**config.mk**
```make
export PLATFORM = sky130hd
export DESIGN_NAME = mc_ctrl_fsm
export DESIGN_NICKNAME = d
export VERILOG_FILES = /design/src/rtl/mips_pkg.sv /design/src/rtl/mc_ctrl_outdec.sv /design/src/rtl/mc_ctrl_fsm.sv
export SDC_FILE = /design/constraint.sdc
export NUM_CORES = 1
export LEC_CHECK = 0
export ABC_AREA = 1
export CORE_MARGIN = 4
export CORE_UTILIZATION = 37
export CTS_CLUSTER_DIAMETER = 100
export DETAILED_ROUTE_END_ITERATION = 7
export HOLD_SLACK_MARGIN = 0.05
export PLACE_DENSITY = 0.79
export SETUP_SLACK_MARGIN = 0.15
export SLEW_MARGIN = 10
export SYNTH_ARGS = -nofsm -noshare
export SYNTH_HDL_FRONTEND = slang
export SYNTH_SLANG_ARGS = --single-unit
```
**constraint.sdc**
```tcl
create_clock -name clk -period 1.1 [get_ports clk]
set_clock_uncertainty 0.05 [all_clocks]
set_input_delay 0.11 -clock clk [delete_from_list [all_inputs] [get_ports clk]]
set_output_delay 0.11 -clock clk [all_outputs]
set_load 0.01 [all_outputs]
```
**src/rtl/mips_pkg.sv**
```systemverilog
// Shared types and constants for the multicycle MIPS controller.
package mips_pkg;

  typedef enum logic [3:0] {
    FETCH, DECODE, MEMADR, MEMRD, MEMWB, MEMWR, REX, RWB, IEX, IWB, BEQ, BNE, JMP
  } state_t;

  localparam logic [5:0] OP_RTYPE = 6'b000000;
  localparam logic [5:0] OP_LW    = 6'b100011;
  localparam logic [5:0] OP_SW    = 6'b101011;
  localparam logic [5:0] OP_BEQ   = 6'b000100;
  localparam logic [5:0] OP_BNE   = 6'b000101;
  localparam logic [5:0] OP_ADDI  = 6'b001000;
  localparam logic [5:0] OP_ANDI  = 6'b001100;
  localparam logic [5:0] OP_ORI   = 6'b001101;
  localparam logic [5:0] OP_SLTI  = 6'b001010;
  localparam logic [5:0] OP_J     = 6'b000010;

  localparam logic [2:0] ALUOP_ADD   = 3'b000;
  localparam logic [2:0] ALUOP_SUB   = 3'b001;
  localparam logic [2:0] ALUOP_FUNCT = 3'b010;
  localparam logic [2:0] ALUOP_OR    = 3'b011;
  localparam logic [2:0] ALUOP_AND   = 3'b100;
  localparam logic [2:0] ALUOP_SLT   = 3'b101;

  // Raw control word for one state. mem_gate marks strobes that must wait
  // for the memory port (instruction fetch); branch/branchne feed pcen.
  typedef struct packed {
    logic       iord;
    logic       irwrite;
    logic       memwrite;
    logic       regwrite;
    logic       regdst;
    logic       memtoreg;
    logic       alusrca;
    logic [1:0] alusrcb;
    logic       extop;
    logic [2:0] aluop;
    logic [1:0] pcsrc;
    logic       pcwrite;
    logic       mem_gate;
    logic       branch;
    logic       branchne;
    logic       illegal_op;
  } ctrl_t;

  localparam int CTRL_W = $bits(ctrl_t);

  // True for every opcode the core executes.
  function automatic logic op_known(input logic [5:0] op);
    case (op)
      OP_RTYPE, OP_LW, OP_SW, OP_BEQ, OP_BNE,
      OP_ADDI, OP_ANDI, OP_ORI, OP_SLTI, OP_J: return 1'b1;
      default:                                 return 1'b0;
    endcase
  endfunction

endpackage

```
**src/rtl/mc_ctrl_outdec.sv**
```systemverilog
// Combinational decode of controller state (plus opcode where needed) into
// the raw multicycle control word.
module mc_ctrl_outdec
  import mips_pkg::*;
(
  input  logic [3:0]        state,
  input  logic [5:0]        op,
  output logic [CTRL_W-1:0] ctrl
);

  ctrl_t c;

  assign ctrl = c;

  // Moore decode: every field defaults to 0, each state sets only its own.
  always_comb begin
    c = '0;
    case (state_t'(state))
      FETCH: begin
        c.irwrite  = 1'b1;
        c.alusrcb  = 2'b01;
        c.aluop    = ALUOP_ADD;
        c.pcsrc    = 2'b00;
        c.pcwrite  = 1'b1;
        c.mem_gate = 1'b1;
      end
      DECODE: begin
        c.alusrcb    = 2'b11;
        c.aluop      = ALUOP_ADD;
        c.illegal_op = ~op_known(op);
      end
      MEMADR: begin
        c.alusrca = 1'b1;
        c.alusrcb = 2'b10;
        c.aluop   = ALUOP_ADD;
      end
      MEMRD: c.iord = 1'b1;
      MEMWB: begin
        c.memtoreg = 1'b1;
        c.regwrite = 1'b1;
      end
      MEMWR: begin
        c.iord     = 1'b1;
        c.memwrite = 1'b1;
      end
      REX: begin
        c.alusrca = 1'b1;
        c.alusrcb = 2'b00;
        c.aluop   = ALUOP_FUNCT;
      end
      RWB: begin
        c.regdst   = 1'b1;
        c.regwrite = 1'b1;
      end
      IEX: begin
        c.alusrca = 1'b1;
        c.alusrcb = 2'b10;
        case (op)
          OP_ANDI: begin c.aluop = ALUOP_AND; c.extop = 1'b1; end
          OP_ORI:  begin c.aluop = ALUOP_OR;  c.extop = 1'b1; end
          OP_SLTI: c.aluop = ALUOP_SLT;
          default: c.aluop = ALUOP_ADD;
        endcase
      end
      IWB: c.regwrite = 1'b1;
      BEQ, BNE: begin
        c.alusrca  = 1'b1;
        c.alusrcb  = 2'b00;
        c.aluop    = ALUOP_SUB;
        c.pcsrc    = 2'b01;
        c.branch   = (state_t'(state) == BEQ);
        c.branchne = (state_t'(state) == BNE);
      end
      JMP: begin
        c.pcsrc   = 2'b10;
        c.pcwrite = 1'b1;
      end
      default: c = '0;
    endcase
  end

endmodule

```
**src/rtl/mc_ctrl_fsm.sv**
```systemverilog
// Main controller for the multicycle MIPS core: state register, next-state
// sequencing and the PC-load / write-enable gating.
module mc_ctrl_fsm
  import mips_pkg::*;
#(
  parameter int WAIT_EN = 1
) (
  input  logic       clk,
  input  logic       reset,
  input  logic [5:0] op,
  input  logic       zero,
  input  logic       mem_ready,
  output logic       iord,
  output logic       irwrite,
  output logic       memwrite,
  output logic       regwrite,
  output logic       regdst,
  output logic       memtoreg,
  output logic       alusrca,
  output logic [1:0] alusrcb,
  output logic       extop,
  output logic [2:0] aluop,
  output logic [1:0] pcsrc,
  output logic       pcen,
  output logic       illegal_op
);

  localparam logic WAIT_ON = (WAIT_EN != 0);

  state_t            state;
  state_t            state_next;
  logic              mem_ok;
  logic [CTRL_W-1:0] ctrl_bits;
  ctrl_t             c;

  // With waiting disabled the memory is treated as always ready.
  assign mem_ok = mem_ready | ~WAIT_ON;

  // State register; reset aborts any instruction in flight.
  always_ff @(posedge clk) begin
    if (reset) state <= FETCH;
    else       state <= state_next;
  end

  // Next-state sequencing; unknown encodings fall back to FETCH.
  always_comb begin
    state_next = FETCH;
    case (state)
      FETCH:  state_next = mem_ok ? DECODE : FETCH;
      DECODE: begin
        case (op)
          OP_LW, OP_SW:                       state_next = MEMADR;
          OP_RTYPE:                           state_next = REX;
          OP_BEQ:                             state_next = BEQ;
          OP_BNE:                             state_next = BNE;
          OP_ADDI, OP_ANDI, OP_ORI, OP_SLTI:  state_next = IEX;
          OP_J:                               state_next = JMP;
          default:                            state_next = FETCH;
        endcase
      end
      MEMADR: state_next = (op == OP_SW) ? MEMWR : MEMRD;
      MEMRD:  state_next = mem_ok ? MEMWB : MEMRD;
      MEMWR:  state_next = mem_ok ? FETCH : MEMWR;
      REX:    state_next = RWB;
      IEX:    state_next = IWB;
      default: state_next = FETCH;
    endcase
  end

  mc_ctrl_outdec u_outdec (
    .state (state),
    .op    (op),
    .ctrl  (ctrl_bits)
  );

  assign c = ctrl_bits;

  assign iord       = c.iord;
  assign regdst     = c.regdst;
  assign memtoreg   = c.memtoreg;
  assign alusrca    = c.alusrca;
  assign alusrcb    = c.alusrcb;
  assign extop      = c.extop;
  assign aluop      = c.aluop;
  assign pcsrc      = c.pcsrc;
  assign illegal_op = c.illegal_op;

  // Enables are suppressed while reset is high so an aborted store or
  // register write never lands; fetch strobes also wait on memory.
  assign irwrite  = c.irwrite & mem_ok & ~reset;
  assign memwrite = c.memwrite & ~reset;
  assign regwrite = c.regwrite & ~reset;
  assign pcen     = ((c.pcwrite & (mem_ok | ~c.mem_gate))
                    | (c.branch & zero)
                    | (c.branchne & ~zero)) & ~reset;

endmodule

```
==> out/metrics.cfg <==
[status]
status=complete, but fails checks
violations=negative setup slack

[clocking]
cts_tree=built
clk_path_buf_depth=2
path_clk_slew_ps=60
clock_latency_ps=270
cts.sinks=4
cts-root-buf=clkbuf_4
htreeDepth=1
numCtsBuffers=3
cts_hold_buf=0

[grt]
grt_max_degree=9
antenna_found_initial=0
grtUsageTotal_pct=22.6
grt_pass1_vias=995
grt_overflow=0
grt_pass1_wl_um=4340

[yosys]
synth_area_um2=622
syn_inst=110
async_flop_share_pct=0
post-synth-top-count-cell=nand2_1
synthesis.nets=120
synthTopCellsByCount=nand2_1, nand3_1, nor2_1
avgSynthCellArea_um2=5.65
synth_edf_count=0
synth-main-ff-cell=dfxtp_1
synthDominantAreaCellType=dfxtp_1
synth_warnings=0
synth_area_leaders=dfxtp_1, nand3_1, nand2_1
ys_seq_area_share_pct=12.9
synth_top_area_share_pct=12.9
yosys.cell_types.count=23
synth_seq_cells=4

[detailed_routing]
drtPass1Iterations=4
antenna_left=0
drc=0
via_count=1147
routed_wl_um=3860
vias_per_cell=5.85
drt-initial-drc-count=44
wl_per_cell_um=19.7

[place]
dpl.cell_count=175
post-place-ws_ps=-894
dp_hpwl_um=1680
routabilityCongestion=0.890
numPortBuffers=26

[finish]
reg_top3=state: 4 flops
largest_reg_flops=4
top_register=state
num_antenna_cells=0
nNetsFinal=191
drive_gt1_share_pct=70.6
final_cell_count_no_fill=196
area_delta_synth_final_pct=134

[floorplanning]
num_rows=14
initial_utilization_pct=40.3
dieArea_um2=2400
die_h_um=49.0
chipWidth_um=49.0
core_area_um2=1540
io_pins=27

[sta]
holdWs_ps=397
fin_setup_tns_ps=-7150
hold_violations=0
finalSetupViolations=21
post-route-period-util_pct=141
slew_headroom_pct=76.8
worst_pin_slew_ps=346
rsz0062_at_grt=true
finalWorstSetupSlack_ps=-448
finalCriticalPeriod_ps=1550
drv_slew=0
clock.fmax_mhz=646

[setup_path]
critPathBufInv=3
critical-path-top-delay-family=flip-flops
rrSetupSlack_ps=-380
worstReg2RegStart=state[3]
cp.depth=6
cp.required_ps=940
reg2reg_to=state[1]
cp_slowest_stage_delay_ps=410
r2r_cells=9
worstPathArrival_ps=1390
worstPathCellList=inv_2, nand2_4, o22ai_1, o21bai_1, inv_1, buf_2
cp-startpoint=state[3]
crit_path_end=regwrite
start_kind=flip-flop
crit_path_top_delay_cell=dfxtp_4
worstSetupPathType=flip-flop to output port
cp-end-kind=output port
crit_path_max_fanout=5

[power]
ir_worst_vdd_v=0.000638
power_density_nw_per_um2=534
leakage_uw=0.000782
power.total_uw=778

[run]
cap_violations=0

[hold_path]
hold_class=input port to flip-flop
holdPathStages=5

==> where the power goes <==
part           total, µW  switching, µW  internal [µW]
registers            155           11.6            144
clock network        253            114            139
logic                370            196            174
total                778            321            457
==> layout make-up <==
class	instances	area, µm²
clock buffer	4	26.3
fill	47	83.8
inverter	21	93.8
multi-input combinational	83	643
sequential	4	95.1
tap	16	20.0
timing repair buffer	68	579
==> how the worst min path moves through the flow <==
stage / start / end / slack, ps
finish: op[2] / state[0] / 400
CTS: op[3] / state[0] / 420
floorplan: op[0] / state[0] / 220
global route: op[0] / state[0] / 430
detailed placement: state[3] / state[1] / 800
global placement: state[0] / state[1] / 780
==> worst min-delay path, stage by stage <==
cell and delay, ps:
dlygate4sd2_1 290, nand2_1 80, nor2_1 70, nand3_2 80, a21oi_2 50
==> logic make-up after synthesis <==
logic type             share of synthesized area, %
AO/OA/AOI/OAI                                  12.1
XOR/XNOR                                       1.41
buffers and inverters                          15.1
flip-flops                                     12.9
AND/OR/NAND/NOR                                58.6
==> metal layers <==
layer	GRT usage, %	routed length, µm	part of all wire (%)
met5	0	0	0
met4	11.7	308	8.0
met3	2.75	262	6.8
met2	46.1	1970	51
met1	21.0	1320	34
==> what timing repair did <==
| action | 4_1_cts | 5_1_grt |
|---|---|---|
| endpoints found under the setup margin | 21 | 21 |
| resized for setup | 109 | 30 |
| buffers inserted | 8 | 9 |
| pin swaps | 17 | 23 |
==> placed cells by master, fill, tap and decap left out, drive strengths merged, types with 2 or more instances in the layout <==
cell type | synthesis | final
nand3 | 17 | 17
nor3 | 2 | 2
dlygate4sd2 | 0 | 6
o21ai | 3 | 3
nand2 | 24 | 24
clkdlybuf4s50 | 0 | 3
buf | 2 | 59
inv | 20 | 20
dfxtp | 4 | 4
nand4 | 3 | 3
a21oi | 6 | 6
nor2 | 24 | 24
clkbuf | 0 | 4
==> per-stage QoR <==
step | cell area, µm² | utilization, %
after global placement | 1140 | 74.2
after detailed placement | 1140 | 74.2
final | 1460 | 94.6
after global routing | 1460 | 94.6
after floorplan | 691 | -
after CTS | 1260 | 81.9
No activity file was read; power rests on OpenSTA's default activity.
